### src/rtl/bit_serial_alu_ctrl.sv
// Bit-serial ALU sequencer: walks one external 1-bit slice across a
// WIDTH-bit operation, LSB first, and assembles result and flags.
`timescale 1ns/1ps
module bit_serial_alu_ctrl #(
   parameter int WIDTH = 32
) (
   input  logic             clk,
   input  logic             rst_n,
   input  logic             start,
   input  logic [2:0]       op,
   input  logic [WIDTH-1:0] a,
   input  logic [WIDTH-1:0] b,
   output logic             busy,
   output logic             done,
   output logic [WIDTH-1:0] result,
   output logic             carryout,
   output logic             overflow,
   output logic             zero,
   output logic             slice_a,
   output logic             slice_b,
   output logic             slice_carryin,
   output logic [2:0]       slice_sel,
   output logic             slice_negate,
   input  logic             slice_out,
   input  logic             slice_carryout
);

   localparam int CW = (WIDTH > 2) ? $clog2(WIDTH) : 1;
   localparam logic [CW-1:0] LAST = CW'(WIDTH - 1);

   localparam logic [0:0] S_IDLE = 1'b0;
   localparam logic [0:0] S_RUN  = 1'b1;

   localparam logic [2:0] OP_ADD  = 3'd0;
   localparam logic [2:0] OP_SUB  = 3'd1;
   localparam logic [2:0] OP_AND  = 3'd2;
   localparam logic [2:0] OP_NAND = 3'd3;
   localparam logic [2:0] OP_NOR  = 3'd4;
   localparam logic [2:0] OP_OR   = 3'd5;
   localparam logic [2:0] OP_XOR  = 3'd6;
   localparam logic [2:0] OP_SLT  = 3'd7;

   localparam logic [2:0] SL_AND  = 3'd0;
   localparam logic [2:0] SL_NOR  = 3'd1;
   localparam logic [2:0] SL_OR   = 3'd2;
   localparam logic [2:0] SL_XOR  = 3'd3;
   localparam logic [2:0] SL_NAND = 3'd4;
   localparam logic [2:0] SL_ADD  = 3'd5;

   logic [0:0]       r_state;
   logic [2:0]       r_op;
   logic [CW-1:0]    r_cnt;
   logic             r_carry;
   logic [WIDTH-1:0] r_a_sh;
   logic [WIDTH-1:0] r_b_sh;
   logic [WIDTH-2:0] r_res_sh;
   logic [WIDTH-1:0] r_result;
   logic             r_carryout;
   logic             r_overflow;
   logic             r_zero;
   logic             r_done;

   logic             w_run;
   logic             w_arith;
   logic             w_neg;
   logic [2:0]       w_sel;
   logic             w_ovf;
   logic [WIDTH-1:0] w_cat;
   logic [WIDTH-1:0] w_final;
   logic             w_acc_sub;

   assign w_run = (r_state == S_RUN);

   always_comb begin
      w_arith = 1'b0;
      w_neg   = 1'b0;
      w_sel   = SL_AND;
      case (r_op)
         OP_ADD:  begin w_arith = 1'b1; w_sel = SL_ADD; end
         OP_SUB:  begin w_arith = 1'b1; w_neg = 1'b1; w_sel = SL_ADD; end
         OP_SLT:  begin w_arith = 1'b1; w_neg = 1'b1; w_sel = SL_ADD; end
         OP_AND:  w_sel = SL_AND;
         OP_NAND: w_sel = SL_NAND;
         OP_NOR:  w_sel = SL_NOR;
         OP_OR:   w_sel = SL_OR;
         OP_XOR:  w_sel = SL_XOR;
         default: w_sel = SL_AND;
      endcase
   end

   // Slice pins are parked at zero whenever no operation is running.
   assign slice_a       = w_run & r_a_sh[0];
   assign slice_b       = w_run & r_b_sh[0];
   assign slice_carryin = w_run & w_arith & r_carry;
   assign slice_negate  = w_run & w_neg;
   assign slice_sel     = w_run ? w_sel : 3'd0;

   assign w_ovf = w_arith & (slice_carryin ^ slice_carryout);
   assign w_cat = {slice_out, r_res_sh};

   always_comb begin
      w_final = w_cat;
      if (r_op == OP_SLT)
         w_final = {{(WIDTH-1){1'b0}}, slice_out ^ w_ovf};
   end

   assign w_acc_sub = (op == OP_SUB) || (op == OP_SLT);

   always_ff @(posedge clk or negedge rst_n) begin
      if (!rst_n) begin
         r_state    <= S_IDLE;
         r_op       <= 3'd0;
         r_cnt      <= '0;
         r_carry    <= 1'b0;
         r_a_sh     <= '0;
         r_b_sh     <= '0;
         r_res_sh   <= '0;
         r_result   <= '0;
         r_carryout <= 1'b0;
         r_overflow <= 1'b0;
         r_zero     <= 1'b0;
         r_done     <= 1'b0;
      end else begin
         r_done <= 1'b0;
         case (r_state)
            S_IDLE: begin
               if (start) begin
                  r_state <= S_RUN;
                  r_op    <= op;
                  r_a_sh  <= a;
                  r_b_sh  <= b;
                  r_cnt   <= '0;
                  r_carry <= w_acc_sub;
               end
            end
            S_RUN: begin
               r_res_sh <= w_cat[WIDTH-1:1];
               r_a_sh   <= r_a_sh >> 1;
               r_b_sh   <= r_b_sh >> 1;
               r_carry  <= slice_carryout;
               r_cnt    <= r_cnt + CW'(1);
               if (r_cnt == LAST) begin
                  r_state    <= S_IDLE;
                  r_result   <= w_final;
                  r_carryout <= w_arith & slice_carryout;
                  r_overflow <= w_ovf;
                  r_zero     <= (w_final == '0);
                  r_done     <= 1'b1;
               end
            end
            default: r_state <= S_IDLE;
         endcase
      end
   end

   assign busy     = w_run;
   assign done     = r_done;
   assign result   = r_result;
   assign carryout = r_carryout;
   assign overflow = r_overflow;
   assign zero     = r_zero;

endmodule

### config.mk
export PLATFORM = sky130hd
export DESIGN_NAME = bit_serial_alu_ctrl
export DESIGN_NICKNAME = d
export VERILOG_FILES = /design/src/rtl/bit_serial_alu_ctrl.sv
export SDC_FILE = /design/constraint.sdc
export NUM_CORES = 1
export LEC_CHECK = 0
export CAP_MARGIN = 20
export CELL_PAD_IN_SITES_DETAIL_PLACEMENT = 0
export CELL_PAD_IN_SITES_GLOBAL_PLACEMENT = 1
export CORE_MARGIN = 2
export CORE_UTILIZATION = 30
export DETAILED_ROUTE_END_ITERATION = 12
export GPL_TIMING_DRIVEN = 0
export PLACE_DENSITY = 0.7
export SETUP_SLACK_MARGIN = 0.3
export SLEW_MARGIN = 20
export SYNTH_ARGS = -nofsm -noshare
export SYNTH_HDL_FRONTEND = slang
export SYNTH_SLANG_ARGS = --single-unit
### constraint.sdc
create_clock -name clk -period 2.3 [get_ports clk]
set_input_delay 0.46 -clock clk [delete_from_list [all_inputs] [get_ports clk]]
set_output_delay 0.46 -clock clk [all_outputs]
set_load 0.02 [all_outputs]
---- After elaboration in Yosys (flattened, before gate mapping) ----
Cells that the tools add are included.
W data, S select, Z words.
operators by class
  add/subtract/negate cells ............... 1
  reductions and logical operators ........ 7
  bitwise gates (word level) .............. 10
  multiplexer cells ....................... 18
  equality and inequality tests ........... 11
operators by type and width
  cell                   count
  $pmux W32 S2           2
  $mux W32               3
  $logic_not A32 Y1      1
  $pmux W3 S6            1
  $eq A3 B3 Y1 const B   5
  $pmux W5 S2            1
  $and A1 B1 Y1          7
  $mux W1                7
  $eq A3 B1 Y1 const B   2
  $eq A3 B2 Y1 const B   2
  $add A5 B1 Y5 const B  1
  $eq A5 B5 Y1 const B   1
  $mux W5                1
  $pmux W1 S2            2
  $reduce_and A2 Y1      2
  $logic_not A3 Y1       1
  $mux W3                1
  $reduce_or A3 Y1       1
  $ne A2 B2 Y1 const B   1
  $reduce_or A2 Y1       1
  $xor A1 B1 Y1          2
  $logic_or A1 B1 Y1     1
  $not A1 Y1             1
storage, ports and cells
  register bits ........................... 141
  output and inout port bits .............. 44
  input bits .............................. 72

---- Longest topological paths before layout ----
Gate-level depths: netlist (run 1).
  depth after elaboration ................. 10
  depth in mapped cells ................... 8
  depth with buffers taken out ............ 7

---- Worst setup path before layout (run 1) ----
Ideal clock, no wire load.
  kind .................................... reg2out
  start point ............................. reg r_state, in the netlist busy
  end point ............................... out slice_sel[0]
  arrival time ............................ 1.361 ns
  slack ................................... 0.479 ns
  cell stages (with the launch flop) ...... 5
  required time ........................... 1.840 ns
  path through ............................ dfrtp_1 > buf_4 > buf_2 > o21ai_1 > a31oi_1
on the way
  longest elaborated chain between the ends .. 1
ends and longest elaborated chain
  item                    line  source
  start, declared         50    logic [0:0] r_state;
  start signal, assigned  111   r_state <= S_IDLE;
  start signal, assigned  128   r_state <= S_RUN;
  start signal, assigned  143   r_state <= S_IDLE;
  $mux W3                 96    assign slice_sel = w_run ? w_sel : 3'd0;
  end, declared           22    output logic [2:0] slice_sel,
No other way between the ends.

---- Final worst setup path (run 1) ----
  start point ............................. reg r_state, in the netlist busy
  end point ............................... out slice_a
on the way
  longest elaborated chain between the ends .. 1
ends and longest elaborated chain
  item           line  source
  $and A1 B1 Y1  92    assign slice_a = w_run & r_a_sh[0];
  end, declared  19    output logic slice_a,
No other way between the ends.

==> results of run 1 <==
[metal layers]
layer	part of all wire [%]	vias to the layer above	routed length [um]	GRT usage, %
met5	0.091	-	13	0
met4	2.0	2	284	5.77
met3	4.4	20	634	3.57
met2	48	103	6940	23.2
met1	45	2187	6450	17.8
li1	-	2221	-	-
[kinds of logic (layout without fill, tap and decap cells)]
group | after synthesis | after routing
AND/OR/NAND/NOR | 197 | 197
adder cells (fa/ha/maj) | 2 | 2
multiplexers | 99 | 99
XOR/XNOR | 8 | 8
flip-flops | 141 | 141
buffers and inverters | 41 | 194
AO/OA/AOI/OAI | 77 | 77
[critical path, cell delays in order, from the launching register on]
cell and delay (ns):
dfrtp_2 0.42, buf_8 0.13, buf_12 0.14, buf_8 0.13, and2_4 0.14, buf_6 0.12
[sequential cells by signal, indices dropped and copies added, names as in the netlist]
name and cells:
r_a_sh 32, r_b_sh 32, result 32, r_res_sh 31
r_cnt 5, r_op 3, busy 1, carryout 1
done 1, overflow 1, r_carry 1, zero 1
[how the worst max path moves through the flow]
stage                             end  cells after the start           start
6_report                      slice_a                      5  busy$_DFF_PN0_
5_1_grt                  slice_sel[0]                      5  busy$_DFF_PN0_
4_1_cts                  slice_sel[0]                      5  busy$_DFF_PN0_
3_5_place_dp             slice_sel[0]                      5  busy$_DFF_PN0_
3_3_place_gp   r_a_sh[21]$_DFFE_PN0P_                      1           rst_n
2_1_floorplan            slice_sel[0]                      4  busy$_DFF_PN0_
[timing repair]
item                                    in CTS  in global routing
gates cloned                                 0                  0
pin swaps                                    1                  0
gates resized for setup                     52                 17
hold buffers                                 1                  0
endpoints found under the setup margin       8                 13
hold endpoints to repair                    60                  0
buffers inserted                             4                  1
[cell type report]
class	count	area share, %
Sequential cell	141	42.3
Multi-Input combinational cell	383	29.0
Timing Repair Buffer	121	14.4
Clock buffer	18	5.27
Tap cell	270	4.05
Buffer	38	3.21
Clock inverter	14	1.46
Inverter	3	0.195
[stage by stage]
step / std cells / setup WS [ns] / instance area (um^2) / TNS (ns)
after floorplan: 565 / 0.479 / 6140 / 0
after global placement: 949 / -4.72 / 7620 / -663.76
after detailed placement: 950 / -0.306 / 7650 / -1.00
after CTS: 987 / 0.280 / 8290 / 0
after global routing: 988 / 0.298 / 8340 / 0
final: 988 / 0.346 / 8340 / 0
[placed cells by master (no fill, tap or decap), drive strengths merged, types with 3 or more instances in the layout]
master / netlist / layout
dfrtp: 141 / 141
nand2: 132 / 132
clkdlybuf4s50: 0 / 105
o21ai: 67 / 67
mux2i: 65 / 65
buf: 29 / 43
mux2: 34 / 34
nand3: 33 / 33
clkbuf: 9 / 27
inv: 2 / 10
nor4: 8 / 8
nor2: 8 / 8
xnor2: 5 / 5
clkinv: 1 / 5
a21oi: 4 / 4
nand2b: 4 / 4
and3: 4 / 4
xor2: 3 / 3
nor2b: 3 / 3
[power by group]
| group | total [mW] | leakage (nW) | switching (mW) | internal, mW |
|---|---|---|---|---|
| clock network | 2.61 | 0.273 | 1.16 | 1.45 |
| registers | 4.16 | 1.81 | 0.689 | 3.48 |
| logic | 3.32 | 1.74 | 1.69 | 1.63 |
| total | 10.1 | 3.82 | 3.54 | 6.55 |
==> results.toml, run 1 <==
[routing]
viasPerCell = 4.59
via_count = 4533
routed_wl_mm = 14.3
drc = 0
ant_nets = 0
drt-initial-drc-count = 183
wl_per_cell_um = 14.5
drt_first_pass_iters = 4

[logic_synthesis]
yosys.area_share.simple_pct = 13.8
synth_compound_area_share_pct = 6.56
synth_fa_ha_area_share_pct = 0.407
ys_types = 30
syn_avg_cell_area_um2 = 10.9
yosysTopAreaCell = "dfrtp_1"
synthArstFlopShare_pct = 100
syn-cell-area_um2 = 6140
yosysSeqAreaShare_pct = 57.4
synthXorXnorAreaFrac_pct = 1.14
synth.most_common_cell = "dfrtp_1"
yosys.area.top_type_share_pct = 57.4
syn_nets = 639
ys_seq_elements = 141
yosysWarnings = 0
synth_edf_count = 0
synth_top_family_by_area = "multiplexers"
synthTopCellsByCount = "141 x dfrtp_1, 130 x nand2_1, 67 x o21ai_1, 65 x mux2i_1, 34 x mux2_1"
synthCells = 565
synth_area_leaders = "dfrtp_1 57%, mux2i_1 11%, nand2_1 7.9%"
synthMuxAreaShare_pct = 16.8
ys.flop_type = "dfrtp_1"

[status]
status = "completed"

[final_layout]
antennaDiodeCount = 0
drive_gt1_share_pct = 12.5
fill_cells = 1921
syn_to_final_growth_pct = 35.8
multiInputGateArea_um2 = 2420
seq_area_um2 = 3530
final_core_util_pct = 41.4
nets = 779

[timing]
min_period_ns = 1.95
slew_headroom_pct = 67.8
fmax_mhz = 512
hold_slack_ns = 0.465
post-route-period-util_pct = 85.0
finalClockSkew_ns = 0.00870
rsz0062_at_grt = "no"
hold_viol_final = 0
finalSetupViolations = 0
slew_violations = 0
tightest_slew_ns = 0.483

[critical_path]
required_ns = 1.84
r2r_cells = 7
critPathKind = "reg2out"
cp-start-kind = "register"
crit-reg2reg-launch = "r_cnt[0]$_DFFE_PN0P_"
crit_path_end_kind = "primary output"
cp_max_fo = 10
reg2reg_to = "result[13]$_DFFE_PN0P_"
arrival_ns = 1.49
regToRegSetupSlack_ns = 0.54

[clocking]
cts_tree = "yes"
cts_max_level = 4
cts_made_buffers = 17
worst_skew_pair.late_latency_ns = 0.42
clock_path_buffers = 2
clk_pin_slew_ns = 0.06
cts.sinks = 141
cts_root_buf = "clkbuf_16"

[grt]
grt_max_degree = 82
grt_pass1_vias = 4819
grt.total_usage_pct = 14.1
grt_pass1_wl_mm = 24.2
grt.overflow.total = 0
grt_antenna_before_repair = 1

[place]
routabilityCongestion = 0.787
dp_hpwl_mm = 10.4
port_buffers = 114

[hold_path]
min_from = "result[12]$_DFFE_PN0P_"
whs_endpoint = "result[12]$_DFFE_PN0P_"
hold_path_class = "reg2reg"
min_path_cells = 2

[die]
core_um2 = 20200
fp.dieArea_um2 = 21600
start_util_pct = 30.5
die_w_um = 147
num_io_pins = 116
dieHeight_um = 147
rows = 52

[pwr]
power_mw = 10.1
max-vdd-ir-drop_mv = 0.558
power_per_cell_area_nw_per_um2 = 1210
leakage_nw = 3.82

[flow_run]
drv_cap = 0
Note: power is estimated with default switching activity, not from simulation.
==> inputs of run 2 (changes only) <==
clock period = 2 ns   (was 2.3 ns; I/O delays follow)
==> run 2 against run 1 <==
Via count increased by 1.3%. Core utilization increased by 0.84 points. First-iteration DRC count increased by 16%. Global-route usage increased by 0.34 points. Total power increased by 19%. Clock skew about the same. Design area increased by 2.0%. Clock power increased by 28%. Setup slack got worse by 0.20 ns. Routed wire length increased by 3.1%. Largest cell class unchanged.
==> results.toml, run 2 (same netlist as run 1, synthesis figures left out) <==
[clocking]
cts_max_level = 4
worst_skew_pair.late_latency_ns = 0.42
cts_made_buffers = 17
cts_tree = "yes"
clk_pin_slew_ns = 0.06
cts_root_buf = "clkbuf_16"
cts.sinks = 141
clock_path_buffers = 2

[final_layout]
final_common_cell = "dfrtp_1"
multiInputGateArea_um2 = 2450
fill_cells = 1957
antennaDiodeCount = 0
final_cell_count_no_fill = 999
drive_gt1_share_pct = 15.0
syn_to_final_growth_pct = 38.5
seq_area_um2 = 3530
layout_common_cells = "139 x dfrtp_1, 130 x nand2_1, 69 x clkdlybuf4s50_1, 66 x o21ai_1, 65 x mux2i_1"
nets = 790

[grt]
grt_pass1_wl_mm = 24.6
grt_antenna_before_repair = 0
grt.total_usage_pct = 14.4
grt.overflow.total = 0
grt_pass1_vias = 4808
grt_max_degree = 89

[critical_path]
cp-start-kind = "register"
crit_chain = "buf_8 -> buf_12 -> buf_8 -> and2_4 -> buf_6"
slowest_stage = "dfrtp_2"
cpPeakStageDelay_ns = 0.41
crit_path_end_kind = "primary output"
critPathKind = "reg2out"
cp_num_buf_inv = 4
crit_top_cell = "buf_8"
cpLargestDelayFamily = "buffers and inverters"
arrival_ns = 1.45
required_ns = 1.60
cp_max_fo = 4

[die]
fp.dieArea_um2 = 21600
num_io_pins = 116
start_util_pct = 30.5
core_um2 = 20200
rows = 52
dieHeight_um = 147
die_w_um = 147

[timing]
finalClockSkew_ns = 0.00877
min_period_ns = 1.85
finalSetupViolations = 0
tightest_slew_ns = 0.502
post-route-period-util_pct = 92.6
hold_viol_final = 0
fmax_mhz = 540
slew_violations = 0
slew_headroom_pct = 66.5
setup_ws_ns = 0.148
rsz0062_at_grt = "yes"

[pwr]
leakage_nw = 4.03
max-vdd-ir-drop_mv = 0.611
power_mw = 12.0
power_per_cell_area_nw_per_um2 = 1410

[status]
status = "completed"

[routing]
ant_nets = 0
drc = 0
wl_per_cell_um = 14.8
viasPerCell = 4.60
drt-initial-drc-count = 213
wl_met3_um = 815
via_count = 4591
drt_first_pass_iters = 4
routed_wl_mm = 14.8
m1WireLength_mm = 6.58
highest_layer = "met4"
wl_met2_mm = 7.21

[place]
routabilityCongestion = 0.789
dp_hpwl_mm = 10.5
placed_cells = 950
place_ws_ns = -0.447
port_buffers = 114

[hold_path]
hold_path_class = "reg2reg"

[flow_run]
drv_cap = 0
==> run 2: worst paths after layout <==
check / from / end / slack (ns) / cells past startpoint
max: busy$_DFF_PN0_ / slice_a / 0.15 / 5
min: result[20]$_DFFE_PN0P_ / result[20]$_DFFE_PN0P_ / 0.46 / 2
max reg2reg: r_cnt[1]$_DFFE_PN0P_ / result[8]$_DFFE_PN0P_ / 0.39 / 8
min reg2reg: result[20]$_DFFE_PN0P_ / result[20]$_DFFE_PN0P_ / 0.46 / 2
max in group asynchronous: rst_n / r_a_sh[23]$_DFFE_PN0P_ / 0.72 / 3
min in group asynchronous: rst_n / result[17]$_DFFE_PN0P_ / 0.50 / 2
==> run 2: report_power, final <==
group / internal [mW] / switching (mW) / leakage, nW / total [mW]
clock network: 2.06 / 1.28 / 0.300 / 3.34
logic: 1.84 / 2.03 / 1.92 / 3.88
registers: 4.00 / 0.787 / 1.81 / 4.78
total: 7.90 / 4.11 / 4.03 / 12.0
==> run 2: what timing repair did <==
action	in CTS	in global routing
endpoints found under the hold margin	53	0
resized for setup	115	10
endpoints found under the setup margin	72	38
setup buffers	14	2
pin swaps	7	3
hold buffers	1	0
==> run 2: cell type report <==
type / instances / area share, %
flip-flops and latches: 141 / 41.5
multi-input cells: 383 / 28.8
repair buffers: 132 / 14.8
clock buffers: 19 / 5.32
well taps: 270 / 3.97
plain buffers: 38 / 3.31
clock inverters: 13 / 2.07
inverters: 3 / 0.250
==> run 2: worst register-to-register path: cells and delay by family, from the launching register on <==
family | cells | cell delay [ns]
AND/OR/NAND/NOR | 4 | 0.48
flip-flops | 1 | 0.40
adder cells (fa/ha/maj) | 2 | 0.40
buffers and inverters | 2 | 0.23
==> run 2: per-layer routing <==
layer / up-vias / track usage (%)
met2: 100 / 23.6
met5: - / 0
met3: 12 / 4.81
met1: 2244 / 18.3
met4: 0 / 4.18
li1: 2235 / -
==> run 2: per-stage QoR <==
step	hold slack, ns	cell area (um^2)	setup TNS [ns]	utilization, %
2_1_floorplan	0.104	6150	0	-
3_3_place_gp	0.452	7630	-695.23	37.8
3_5_place_dp	0.351	7660	-2.42	38.0
4_1_cts	0.467	8480	0	42.1
5_1_grt	0.494	8510	0	42.2
6_report	0.459	8510	0	42.2
